`src/rtl/bcd_counter_sequencer.sv`:
```
`timescale 1ns/1ps
// -----------------------------------------------------------------------------
// bcd_counter_sequencer
//
// Purpose:
//   Controller for a cascade of DIGITS 74162-style synchronous BCD decade
//   counters. It loads a validated BCD preset, runs the cascade up to the
//   all-9s terminal count and then either holds (one-shot) or reloads the
//   preset with no dead cycle (auto-reload). Start / pause (Stop) / resume
//   (Start) / Abort control is provided. The only feedback from the counters
//   is the ripple-carry output of the most-significant stage.
//
// Optional feature (compile-time macro BCD_COUNTER_SEQUENCER_CYCLES_EN):
//   defined   -> o_cycles is an 8-bit saturating count of terminal-count edges,
//                cleared on reset and on every accepted Start from IDLE/DONE.
//   undefined -> no counter register is built and o_cycles is tied to 0.
//
// Parameters:
//   DIGITS      number of cascaded decade counters (preset is 4*DIGITS bits)
//   DELAY_RISE  rising-edge delay on every output, in clk cycles
//   DELAY_FALL  falling-edge delay on every output, in clk cycles
//
// Ports:
//   i_clk            system clock, all state changes on the rising edge
//   i_clear_bar      asynchronous active-low reset of the controller only
//   i_start          begin from IDLE/DONE, resume from HALT
//   i_stop           pause while running
//   i_abort          cancel and clear the counters
//   i_auto_reload    1 = reload at terminal count, 0 = one-shot
//   i_preset         BCD start value, digit 0 in bits [3:0]
//   i_rco_chain      RCO of the most-significant counter
//   o_cnt_clear_bar  to every counter's Clear_bar
//   o_cnt_load_bar   to every counter's Load_bar
//   o_cnt_ent        to the least-significant counter's ENT
//   o_cnt_enp        to every counter's ENP
//   o_cnt_d          preset latched at Start, to the counters' D inputs
//   o_busy           high in LOAD, RUN and HALT
//   o_done           high in DONE
//   o_error          sticky invalid-preset flag
//   o_cycles         completed-interval count (see optional feature)
// -----------------------------------------------------------------------------
module bcd_counter_sequencer #(
    parameter int DIGITS     = 2,
    parameter int DELAY_RISE = 0,
    parameter int DELAY_FALL = 0
) (
    input  logic                  i_clk,
    input  logic                  i_clear_bar,
    input  logic                  i_start,
    input  logic                  i_stop,
    input  logic                  i_abort,
    input  logic                  i_auto_reload,
    input  logic [4*DIGITS-1:0]   i_preset,
    input  logic                  i_rco_chain,
    output logic                  o_cnt_clear_bar,
    output logic                  o_cnt_load_bar,
    output logic                  o_cnt_ent,
    output logic                  o_cnt_enp,
    output logic [4*DIGITS-1:0]   o_cnt_d,
    output logic                  o_busy,
    output logic                  o_done,
    output logic                  o_error,
    output logic [7:0]            o_cycles
);

    typedef enum logic [2:0] {
        S_IDLE = 3'd0,
        S_LOAD = 3'd1,
        S_RUN  = 3'd2,
        S_HALT = 3'd3,
        S_CLR  = 3'd4,
        S_DONE = 3'd5
    } state_t;

    // Packed output vector: {clear_bar, load_bar, ent, enp, cnt_d, busy, done, error, cycles}
    localparam int OW = 4*DIGITS + 15;
    localparam logic [OW-1:0] RST_VEC = {2'b11, {(OW-2){1'b0}}};

    state_t                 r_state;
    state_t                 w_state_next;
    logic [4*DIGITS-1:0]    r_cnt_d;
    logic                   r_error;
    logic [7:0]             w_cycles;

    logic [DIGITS-1:0]      w_digit_bad;
    logic                   w_preset_ok;
    logic                   w_idle_like;
    logic                   w_start_ok;
    logic                   w_start_bad;
    logic                   w_terminal;

    logic                   w_cnt_clear_bar;
    logic                   w_cnt_load_bar;
    logic                   w_cnt_ent;
    logic                   w_cnt_enp;
    logic                   w_busy;
    logic                   w_done;

    logic [OW-1:0]          w_out_raw;
    logic [OW-1:0]          w_out;

    genvar gi;

    // ------------------------------------------------------------------
    // Preset validation: every nibble must be a legal BCD digit.
    // ------------------------------------------------------------------
    generate
        for (gi = 0; gi < DIGITS; gi++) begin : g_digit_chk
            assign w_digit_bad[gi] = (i_preset[4*gi +: 4] > 4'd9);
        end
    endgenerate

    assign w_preset_ok = ~|w_digit_bad;
    assign w_idle_like = (r_state == S_IDLE) || (r_state == S_DONE);
    assign w_start_ok  = w_idle_like && i_start && w_preset_ok;
    assign w_start_bad = w_idle_like && i_start && !w_preset_ok;

    // Terminal count is only honoured while running, and Abort outranks it.
    assign w_terminal  = (r_state == S_RUN) && i_rco_chain && !i_abort;

    // ------------------------------------------------------------------
    // FSM: state register
    // ------------------------------------------------------------------
    always_ff @(posedge i_clk or negedge i_clear_bar) begin
        if (!i_clear_bar) begin
            r_state <= S_IDLE;
        end else begin
            r_state <= w_state_next;
        end
    end

    // ------------------------------------------------------------------
    // FSM: next-state logic
    // ------------------------------------------------------------------
    always_comb begin
        w_state_next = r_state;
        case (r_state)
            S_IDLE, S_DONE: begin
                if (w_start_ok) begin
                    w_state_next = S_LOAD;
                end else if (w_start_bad) begin
                    w_state_next = S_CLR;
                end
            end
            S_LOAD: begin
                w_state_next = i_abort ? S_CLR : S_RUN;
            end
            S_RUN: begin
                if (i_abort) begin
                    w_state_next = S_CLR;
                end else if (w_terminal) begin
                    w_state_next = i_auto_reload ? S_RUN : S_DONE;
                end else if (i_stop) begin
                    w_state_next = S_HALT;
                end
            end
            S_HALT: begin
                if (i_abort) begin
                    w_state_next = S_CLR;
                end else if (i_start) begin
                    w_state_next = S_RUN;
                end
            end
            S_CLR: begin
                w_state_next = S_IDLE;
            end
            default: begin
                w_state_next = S_IDLE;
            end
        endcase
    end

    // ------------------------------------------------------------------
    // FSM: output logic (counter control strobes and status)
    // ------------------------------------------------------------------
    always_comb begin
        w_cnt_clear_bar = 1'b1;
        w_cnt_load_bar  = 1'b1;
        w_cnt_ent       = 1'b0;
        w_cnt_enp       = 1'b0;
        w_busy          = 1'b0;
        w_done          = 1'b0;
        case (r_state)
            S_LOAD: begin
                w_cnt_load_bar = 1'b0;
                w_cnt_ent      = 1'b1;
                w_busy         = 1'b1;
            end
            S_RUN: begin
                w_cnt_ent = 1'b1;
                w_busy    = 1'b1;
                // One-shot: drop ENP at terminal count so the cascade holds all-9s.
                w_cnt_enp = !(i_rco_chain && !i_auto_reload);
                // Auto-reload: load overrides count inside the counters, so the
                // terminal edge itself reloads the preset with no idle cycle.
                w_cnt_load_bar = !(i_rco_chain && i_auto_reload);
            end
            S_HALT: begin
                w_cnt_ent = 1'b1;
                w_busy    = 1'b1;
            end
            S_CLR: begin
                w_cnt_clear_bar = 1'b0;
            end
            S_DONE: begin
                w_cnt_ent = 1'b1;
                w_done    = 1'b1;
            end
            default: begin
            end
        endcase
    end

    // ------------------------------------------------------------------
    // Preset latch and sticky error flag
    // ------------------------------------------------------------------
    always_ff @(posedge i_clk or negedge i_clear_bar) begin
        if (!i_clear_bar) begin
            r_cnt_d <= '0;
            r_error <= 1'b0;
        end else if (w_start_ok) begin
            r_cnt_d <= i_preset;
            r_error <= 1'b0;
        end else if (w_start_bad) begin
            r_error <= 1'b1;
        end
    end

    // ------------------------------------------------------------------
    // Completed-interval counter
    // ------------------------------------------------------------------
`ifdef BCD_COUNTER_SEQUENCER_CYCLES_EN
    logic [7:0] r_cycles;

    always_ff @(posedge i_clk or negedge i_clear_bar) begin
        if (!i_clear_bar) begin
            r_cycles <= '0;
        end else if (w_start_ok) begin
            r_cycles <= '0;
        end else if (w_terminal && (r_cycles != 8'hFF)) begin
            r_cycles <= r_cycles + 8'd1;
        end
    end

    assign w_cycles = r_cycles;
`else
    assign w_cycles = 8'h00;
`endif

    // ------------------------------------------------------------------
    // Output stage with optional per-edge delays
    // ------------------------------------------------------------------
    assign w_out_raw = {w_cnt_clear_bar, w_cnt_load_bar, w_cnt_ent, w_cnt_enp,
                        r_cnt_d, w_busy, w_done, r_error, w_cycles};

    generate
        if ((DELAY_RISE == 0) && (DELAY_FALL == 0)) begin : g_no_delay
            assign w_out = w_out_raw;
        end else begin : g_delay
            localparam int DMAX = (DELAY_RISE > DELAY_FALL) ? DELAY_RISE : DELAY_FALL;

            // w_tap[k] is the raw output vector delayed by k cycles.
            logic [DMAX:0][OW-1:0] w_tap;
            logic [OW-1:0]         r_last;

            assign w_tap[0] = w_out_raw;

            for (gi = 0; gi < DMAX; gi++) begin : g_stage
                logic [OW-1:0] r_stage;
                always_ff @(posedge i_clk or negedge i_clear_bar) begin
                    if (!i_clear_bar) begin
                        r_stage <= RST_VEC;
                    end else begin
                        r_stage <= w_tap[gi];
                    end
                end
                assign w_tap[gi+1] = r_stage;
            end

            // A bit currently low rises when the rise-delayed tap goes high;
            // a bit currently high falls when the fall-delayed tap goes low.
            assign w_out = (r_last & w_tap[DELAY_FALL]) | (~r_last & w_tap[DELAY_RISE]);

            always_ff @(posedge i_clk or negedge i_clear_bar) begin
                if (!i_clear_bar) begin
                    r_last <= RST_VEC;
                end else begin
                    r_last <= w_out;
                end
            end
        end
    endgenerate

    assign o_cnt_clear_bar = w_out[OW-1];
    assign o_cnt_load_bar  = w_out[OW-2];
    assign o_cnt_ent       = w_out[OW-3];
    assign o_cnt_enp       = w_out[OW-4];
    assign o_cnt_d         = w_out[11 +: 4*DIGITS];
    assign o_busy          = w_out[10];
    assign o_done          = w_out[9];
    assign o_error         = w_out[8];
    assign o_cycles        = w_out[7:0];

endmodule

```
`config.mk`:
```
export PLATFORM = sky130hd
export DESIGN_NAME = bcd_counter_sequencer
export DESIGN_NICKNAME = d
export VERILOG_FILES = /design/src/rtl/bcd_counter_sequencer.sv
export SDC_FILE = /design/constraint.sdc
export NUM_CORES = 1
export LEC_CHECK = 0
export ABC_CLOCK_PERIOD_IN_PS = 1600
export CAP_MARGIN = 25
export CORE_MARGIN = 5
export CORE_UTILIZATION = 38
export DETAILED_ROUTE_END_ITERATION = 12
export HOLD_SLACK_MARGIN = 0.06
export PLACE_DENSITY = 0.84
export SYNTH_ARGS = -nofsm -noshare
export SYNTH_HDL_FRONTEND = slang
export SYNTH_SLANG_ARGS = --single-unit
```
`constraint.sdc`:
```
create_clock -name i_clk -period 1.6 [get_ports i_clk]
set_clock_uncertainty 0.05 [all_clocks]
set_input_delay 0.32 -clock i_clk [delete_from_list [all_inputs] [get_ports i_clk]]
set_output_delay 0.32 -clock i_clk [all_outputs]
set_load 0.05 [all_outputs]
```
# After elaboration in Yosys (flattened, before gate mapping)
# Cells that the tools add are included.
# W data, S select, Z words.
[totals]
regBits = 12
latchBits = 0
ram_bits = 0
mem_bits_ro = 0
input_bits = 15
output_inout_bits = 23
word_cells = 51
memories = 0
[op_classes]
n_addsub = 0
multipliers = 0
div_mod_pow = 0
magnitude_cmp = 2
eq_ne = 8
shifts = 0
mux = 18
bitwise = 0
n_reduce_logical = 20
[op_table]
columns = ["cell", "n"]
rows = [
  ["$mux W3", 9],
  ["$pmux W3 S4", 1],
  ["$gt A4 B4 Y1 const B", 2],
  ["$logic_and A1 B1 Y1", 7],
  ["$mux W1", 7],
  ["$eq A3 B2 Y1 const B", 2],
  ["$eq A3 B3 Y1 const B", 2],
  ["$ne A3 B3 Y1 const B", 2],
  ["$logic_not A1 Y1", 5],
  ["$ne A4 B4 Y1 const B", 1],
  ["$reduce_or A2 Y1", 2],
  ["$reduce_or A4 Y1", 1],
  ["$eq A3 B1 Y1 const B", 1],
  ["$logic_not A3 Y1", 1],
  ["$reduce_and A3 Y1", 1],
  ["$reduce_or A3 Y1", 1],
  ["$pmux W1 S2", 1],
  ["$reduce_bool A2 Y1", 1],
  ["$logic_or A1 B1 Y1", 1],
]

# Longest topological paths before layout
# Gate-level depths: netlist of the first run.
[logic_depth]
ltp_word = 7
ltp_mapped = 5
depth_no_buf = 4

# Worst setup path before layout of the first run
# OpenSTA, ideal clock, no wires.
[synth_path]
path_type = "register to output"
from = "register r_state[1]"
to = "output o_cnt_ent"
arrival_time_ps = 1362
required_ps = 1230
slack_ps = -132
path_stages_with_launch = 4
path_buffers = 1
cell_sequence = "dfrtp_1 > buf_2 > nor2_1 > a21oi_1"
[synth_between]
elab_chain_cells = 3
elab_cells_between_ends = 6
cone_classes = "eq/ne: 4; mux: 1; reduce/logical: 1"
[synth_rtl]
columns = ["item", "line", "source"]
rows = [
  ["from (decl)", "79", "state_t r_state;"],
  ["from (signal assigned)", "128", "r_state <= w_state_next;"],
  ["$eq A3 B3 Y1 (tied with other cells)", "183", "case (r_state)"],
  ["$reduce_or A4 Y1 (no line) *", "n/a", ""],
  ["$mux W1 *", "183", ""],
  ["to (decl)", "57", "output logic o_cnt_ent,"],
]
# Mark *: on every way between the ends. The rest lies on a longest branch, timed or not.

# Worst setup path in the final report of the first run
[layout_path]
from = "register r_state[0]"
to = "output o_cnt_load_bar"
[layout_between]
elab_chain_cells = 2
elab_cells_between_ends = 3
cone_classes = "eq/ne: 2; mux: 1"
[layout_rtl]
columns = ["item", "line", "source"]
rows = [
  ["$eq A3 B2 Y1 / $eq A3 B1 Y1 (equally long branches)", "183", ""],
  ["$pmux W1 S2 *", "183", ""],
  ["to (decl)", "56", "output logic o_cnt_load_bar,"],
]
# Marks and branches as above.

==> results by stage, run 1 <==
Detailed routing:
- The total wire length after detailed routing is 1930 um.
- The via total after detailed routing is 671.
- After detailed routing, the number of remaining DRC violations is 0.
- The ratio of routed vias to standard cells is 4.93.
- Once detail routing completed, the nets flagged for antenna violations numbered 0.
- Before antenna repair, the detailed router went through 2 iterations.
- The count of routing violations after the opening detailed-route iteration is 2.
- The average detailed-routed wire length per instance is 14.2 um.

STA:
- The final worst-path setup slack is -0.0505 ns.
- The worst pin sits at a relative slew slack of 0.645.
- Dividing the final minimum period by the clock period gives 1.03.
- The maximum achievable frequency is 606 MHz.
- At the pin with the least slew margin, the transition time is 0.531 ns.
- The final hold violation count is 0.
- Adding up every negative setup slack in the final design gives -0.117 ns.
- The final setup violation count is 7.
- The final-report max-slew violation count was 0.
- Setup repair after global routing could not meet its margin everywhere.
- After layout, the minimum clock period comes to 1.65 ns.

Critical path:
- The number of cells on the worst reg-to-reg path is 5.
- The worst setup path is captured at an output pin.
- The setup slack of the most critical reg-to-reg path is -0.01 ns.
- The buffering stage count on the worst path with inverters included is 1.
- Along the worst path, the maximum fanout reaches 8.
- Grouping stages by cell kind, the critical path spends the most delay in flip-flops.
- On the worst path, the slowest cell contributes a delay of 0.48 ns.
- The slowest library cell on the worst path is sky130_fd_sc_hd__dfrtp_2.
- The worst setup path category is reg -> out.
- The required arrival time at the worst endpoint is 1.23 ns.
- The worst register-to-register path ends at o_cnt_d[4]$_DFFE_PN0P_.
- The data arrival time of the critical path is 1.28 ns.
- Walking the worst path, the cells encountered are nand4b_1 -> a21o_1 -> buf_6.
- The worst setup path is launched from a flip-flop.
- The startpoint identified for the worst register-to-register timing path is r_state[0]$_DFFE_PN0P_.

GRT:
- The first global-routing pass estimated 3100 um of wire.
- The via count of the first global-routing pass was 725.
- The number of antenna violations at the first check in global routing is 0.
- For this run the aggregate overflow at the end of global routing stands at 0.
- The overall fraction of global-route tracks in use is 0.154.
- The pin count of the biggest net entering global routing is 13.

Placement:
- After legalization and detailed placement, the total HPWL measured 1440 um.
- During placement, the flow inserted port buffers numbering 29.
- The weighted congestion at the end of routability-driven global placement is 0.734.

Layout:
- The number of filler instances in the final layout is 132.
- 0 antenna diodes ended up in the layout.
- The post-synthesis to final-layout area growth is 80.1%.
- The share of final-layout standard cells stronger than drive strength 1 is 0.459.
- The net count reported at finish is 128.

Synthesis:
- The cell type with the highest aggregate area in the netlist is sky130_fd_sc_hd__dfrtp_1.
- The most frequently used cell type in the post-synthesis netlist is sky130_fd_sc_hd__dfrtp_1.
- The mean instance size in the synthesized netlist is 10.0 um2.
- The post-synthesis cell count is 71.
- Counting flops with a built-in enable in the synthesized netlist gives 0.
- The cell area after synthesis is 712 um2.
- For this run, the leading register cell type out of synthesis is sky130_fd_sc_hd__dfrtp_1.
- The share of flip-flops with an asynchronous set or reset is 1.00.
- The sequential fraction of the synthesis area is 0.422.
- The count of yosys warnings during synthesis is 0.
- Yosys mapped the design onto 26 distinct sky130hd cell types.
- After synthesis, the most frequently instantiated cells are 12 x sky130_fd_sc_hd__dfrtp_1, 9 x sky130_fd_sc_hd__buf_4, 8 x sky130_fd_sc_hd__mux2_2, 7 x sky130_fd_sc_hd__nor2_1, 5 x sky130_fd_sc_hd__a21oi_1.
- The share of synthesized area in the top cell type comes to 0.422.
- The flip-flop and latch count after synthesis is 12.
- By area the synthesized netlist is led by sky130_fd_sc_hd__dfrtp_1 42%, sky130_fd_sc_hd__mux2_2 13%, sky130_fd_sc_hd__buf_4 9.5%, sky130_fd_sc_hd__nor2_1 3.7%, sky130_fd_sc_hd__a21oi_1 3.5%.

Run status:
- The run finished, with violations left.
- The final reports fail on setup timing.

Die:
- The die is 53.3 um tall.
- The number of cell rows is 15.
- The initial utilization of the core area, before any placement, comes to 0.408.
- The area of the core region is 1750 um2.
- The die width is 53.3 um.
- The die outline area is 2840 um2.
- The number of placed I/O pins is 38.

Power:
- The sum of internal, switching and leakage power is 2.72 mW.
- Summed over all nets, the switching power comes to 1.24 mW.
- Dividing total power by cell area gives a power density of 2120 nW/um2.
- The internal power summed over all cells is 1.48 mW.
- The leakage dissipation is 0.570 nW.
- Of the total power, combinational logic draws 0.710.
- The proportion of power drawn by flip-flops and latches is 0.226.
- The power share of the clock group is 0.064.
- VDD sags by at most 1490 uV.
- The switching part of the total power is 0.456.

Clock network:
- In this run the number of H-tree levels came out at 1.
- After clock tree synthesis, the flow added hold-fix buffers numbering 0.
- The number of buffers inserted during clock tree synthesis is 3.
- The total number of clock tree sinks is 12.
- The clock transition at the register clock pins on the worst setup and hold paths after CTS is 0.07 ns.
- The clock passes through at most 2 buffers.
- The master cell of the clock root buffer is sky130_fd_sc_hd__clkbuf_4.
- The clock latency of the later-clocked register in the worst-skew pair is 0.26 ns.
- The TritonCTS clock tree is yes.

Run:
- Max-cap violations in this run came to 0.

Worst hold path:
- The worst hold-check path type is in -> async.
[kinds of logic (layout without fill, tap and decap cells)]
kind of cell              Yosys count  in the layout  share of synthesized area
DFF                                12             12                      0.422
muxes                               8              8                      0.127
AOI/OAI and AO/OA                  15             15                      0.141
xor gates and xnor gates            1              1                     0.0123
and+or+nand+nor                    22             22                      0.178
buffers and inverters              12             45                      0.116
other                               1              8                    0.00527
[sequential cells by signal (all words and copies together), names as in the netlist]
register  flops
o_error       1
r_state       3
o_cnt_d       8
[through the flow]
step	std cells	util	area (um2)	worst slack, ns	hold slack, ns
after floorplan	78	-	747	0.0923	-0.0256
after global routing	136	0.735	1280	-0.0953	0.388
after global placement	124	0.661	1150	-0.220	0.506
after CTS	135	0.721	1260	-0.0306	0.365
after detailed placement	124	0.661	1150	-0.284	0.514
final	136	0.735	1280	-0.0505	0.352
[worst max-delay path by stage]
stage | startpoint | to | slack (ns) | cells after the start
2_1_floorplan | r_state[2]$_DFFE_PN0P_ | o_cnt_enp | 0.09 | 3
3_3_place_gp | i_preset[6] | o_cnt_d[6]$_DFFE_PN0P_ | -0.22 | 5
3_5_place_dp | i_preset[6] | o_cnt_d[4]$_DFFE_PN0P_ | -0.28 | 5
4_1_cts | r_state[2]$_DFFE_PN0P_ | o_cnt_enp | -0.03 | 4
5_1_grt | r_state[2]$_DFFE_PN0P_ | o_cnt_enp | -0.1 | 4
6_report | r_state[0]$_DFFE_PN0P_ | o_cnt_load_bar | -0.05 | 3
[power by group through the flow]
stage | sequential [mW] | combinational [mW] | clock (mW)
floorplan | 0.921 | 0.594 | 0
global placement | 0.608 | 1.73 | 0
detailed placement | 0.623 | 1.76 | 0
CTS | 0.610 | 1.89 | 0.180
global route | 0.634 | 2.02 | 0.195
finish | 0.614 | 1.93 | 0.174
[what timing repair did]
action	CTS	global route
gates cloned	0	0
endpoints found under the setup margin	6	14
buffers inserted	8	1
gates resized for setup	11	4
pin swaps	1	1
hold endpoints to repair	0	0
[per-layer routing]
layer	wire (um)	vias to the layer above	track usage
met4	48	0	0.0766
met5	0	-	0
met1	678	315	0.142
met2	1020	35	0.292
li1	-	315	-
met3	187	6	0.0535
[cells in the final DEF, fill, tap and decap left out, drive strengths merged]
cell           instances
nand2b                 3
o2bb2ai                1
nor2b                  1
dfrtp                 12
a31oi                  1
and2                   1
buf                   28
a21boi                 1
and3                   1
clkbuf                 3
a21oi                  5
clkdlybuf4s50         12
a22o                   1
o21ai                  3
nor2                   8
nor3                   1
a32o                   1
a2111o                 1
nand2                  4
nor4b                  1
xor2                   1
dlygate4sd2            2
mux2                   8
a21o                   1
conb                   8
nand4b                 1
nand3                  1
[layout make-up]
| cell class | count | area, um2 | share of cell area |
|---|---|---|---|
| multi-input cells | 54 | 394 | 0.307 |
| flip-flops and latches | 12 | 303 | 0.236 |
| well taps | 25 | 31.3 | 0.0244 |
| clock buffers | 3 | 22.5 | 0.0176 |
| repair buffers | 42 | 532 | 0.415 |
No activity file was read; power rests on OpenSTA's default activity.
==> run 2: changes to the inputs <==
--- a/config.mk
+++ b/config.mk
@@ -7,7 +7,7 @@
 export LEC_CHECK = 0
 export ABC_CLOCK_PERIOD_IN_PS = 1600
 export CAP_MARGIN = 25
-export CORE_MARGIN = 5
+export CORE_MARGIN = 1
 export CORE_UTILIZATION = 38
 export DETAILED_ROUTE_END_ITERATION = 12
 export HOLD_SLACK_MARGIN = 0.06
==> run 2 against run 1 <==
  * Critical path depth stayed put
  * Non-clock buffer count is 4 lower
  * Count of clock-buffer cells in the layout is 1 higher
  * Cell count is 2.2% lower
  * The flow still finishes with violations (setup timing)
  * Global-route usage is 2.8 points higher
  * Sequential share of layout area is 0.12 points higher
==> results by stage, run 2 (synthesized netlist as in run 1, its figures left out) <==
Layout:
- The top cell types in the final layout, fill and taps aside, are 14 x sky130_fd_sc_hd__buf_12, 12 x sky130_fd_sc_hd__clkdlybuf4s50_1, 9 x sky130_fd_sc_hd__dfrtp_1.
- The register with the most flip-flops in the layout has 8 of them.
- The net count of the finished layout is 124.
- The post-synthesis to final-layout area growth is 80.0%.
- Leaving out fill and tap cells, the most frequent cell in the layout is sky130_fd_sc_hd__buf_12.
- The share of final-layout standard cells stronger than drive strength 1 is 0.463.
- Counting the fill cells in the layout gives 118.
- Summing all multi-input logic gate instances after layout gives 409 um2.
- At the end of the flow the core is filled with cells to 0.734.
- The register cell area after layout is 304 um2.
- The repair_antennas step left the layout with diodes totalling 0.

Placement:
- The weighted congestion at the end of routability-driven global placement is 0.758.
- Timing analysis after detailed placement gives a worst setup slack of -0.265 ns.
- During placement, the flow inserted port buffers numbering 29.
- Once detailed placement completed, the half-perimeter wirelength came to 1240 um.

Critical path:
- On the worst path, the slowest cell contributes a delay of 0.47 ns.
- The signal on the critical path passes through nand4b_1 -> a21o_1 -> buf_6.
- The worst setup path is captured at an output pin.
- The required arrival time at the worst endpoint is 1.23 ns.
- The slowest library cell on the worst path is sky130_fd_sc_hd__dfrtp_2.
- The largest fanout on the critical path is 7.
- The worst setup path is launched from a flip-flop.
- The buffering stage count on the worst path with inverters included is 1.
- The worst setup path is of the reg -> out kind.
- The family with the most delay on the worst path is flip-flops.
- At the worst endpoint, the arrival time is 1.25 ns.

STA:
- The final hold violation count was 0.
- The maximum achievable frequency is 615 MHz.
- The final setup violation count is 5.
- For the pin with the worst max-slew slack, the measured transition is 0.525 ns.
- Setup total negative slack on the finished layout was measured at -0.0757 ns.
- The smallest hold slack is 0.347 ns.
- The final critical-path share of the clock period is 1.02.
- For the finished layout, the period the worst path requires is 1.62 ns.
- Headroom to the max-slew limit came out at 0.649.
- The final-report max-slew violation count is 0.
- In the post-route analysis, the smallest setup slack over all paths is -0.0248 ns.
- Setup repair after global routing could not meet its margin everywhere.

Detailed routing:
- The count of routing violations after the opening detailed-route iteration is 8.
- The first detailed-routing pass ran for 4 iterations.
- The routed design has 1670 um of wire.
- After detailed routing, the average wire length per cell comes to 12.6 um.
- After detailed routing, the number of remaining DRC violations is 0.
- Detailed routing inserted a total of 627 vias.
- In this run the remaining antenna-violating nets after routing total 0.
- The ratio of routed vias to standard cells is 4.71.

Die:
- The vertical extent of the die is 45.3 um.
- The die outline area is 2050 um2.
- The die width is 45.3 um.
- The floorplan has 15 rows.
- The number of placed I/O pins is 38.
- The area of the core region is 1750 um2.
- The initial core utilization is 0.408.

GRT:
- The first-pass GRT wire length is 2670 um.
- The via count of the first global-routing pass is 582.
- Summed over all layers, the global routing overflow is 0.
- The number of antenna violations at the first check in global routing is 0.
- The overall fraction of global-route tracks in use is 0.182.
- Entering global routing, the biggest net connects 13 pins.

Clock network:
- The clock transition at the register clock pins on the worst setup and hold paths after CTS is 0.07 ns.
- Buffers inserted to repair hold after CTS numbered 0.
- The number of buffers inserted during clock tree synthesis is 3.
- TritonCTS built the clock tree.
- CTS built an H-tree with a depth of 1.
- At the later pin of the worst-skew pair, clock insertion delay measures 0.26 ns.
- Clock tree synthesis found a total of 12 sinks.
- No sink is reached through more buffers than the 2 on the longest clock path.
- The master cell of the clock root buffer is sky130_fd_sc_hd__clkbuf_4.

Run status:
- The final reports fail on setup timing.
- The flow ran to the end, but the final reports show violations.

Run:
- The max capacitance violation total is 0.

Worst hold path:
- The worst hold-check path type is in -> async.

Power:
- The worst IR drop on VDD is 1810 uV.
- The leakage dissipation is 0.559 nW.
- The power density of the placed cells is 2130 nW/um2.
-- run 2: repair_timing --
item	4_1_cts	5_1_grt
setup endpoints to repair	5	14
pin swaps	0	2
setup buffers	5	0
resized for setup	8	8
-- run 2: cell type report --
class	count	area share
clock buffers	4	0.0283
multi-input cells	54	0.319
repair buffers	38	0.391
flip-flops and latches	12	0.237
well taps	25	0.0244
-- run 2: report_power, final --
group          internal (mW)  switching (mW)
registers              0.446           0.179
logic                  0.915           0.954
clock network          0.138          0.0924
total                   1.50            1.23
-- run 2: final timing paths --
check | startpoint | endpoint | slack [ns] | depth (start not counted)
max in group asynchronous | i_clear_bar | r_state[2]$_DFFE_PN0P_ | 0.77 | 1
hold reg to reg | o_cnt_d[7]$_DFFE_PN0P_ | o_cnt_d[7]$_DFFE_PN0P_ | 0.52 | 1
min in group i_clk | o_cnt_d[7]$_DFFE_PN0P_ | o_cnt_d[7]$_DFFE_PN0P_ | 0.52 | 1
setup / recovery | r_state[0]$_DFFE_PN0P_ | o_cnt_load_bar | -0.02 | 3
hold / removal | i_clear_bar | o_cnt_d[0]$_DFFE_PN0P_ | 0.35 | 1
setup reg to reg | r_state[0]$_DFFE_PN0P_ | o_cnt_d[4]$_DFFE_PN0P_ | -0.02 | 5
-- run 2: per-layer routing --
metal	track usage	vias to the layer above	share of wire
li1	-	307	-
met1	0.214	287	0.43
met2	0.316	33	0.50
met3	0.0520	0	0.071
met4	0.0606	0	0
met5	0	-	0
-- run 2: worst reg2reg max path: cells and delay by family, from the launching register on --
| family | cells | cell delay [ns] |
|---|---|---|
| xor+xnor | 1 | 0.18 |
| buf+inv | 1 | 0.16 |
| simple gates | 2 | 0.30 |
| flops | 1 | 0.47 |
| mux | 1 | 0.34 |
-- run 2: metrics by stage --
step	cells	power, mW	cell area [um2]
finish	133	2.72	1280
floorplan	78	1.52	747
detailed placement	124	2.36	1150
global placement	124	2.33	1150
CTS	133	2.66	1250
global route	133	2.86	1280
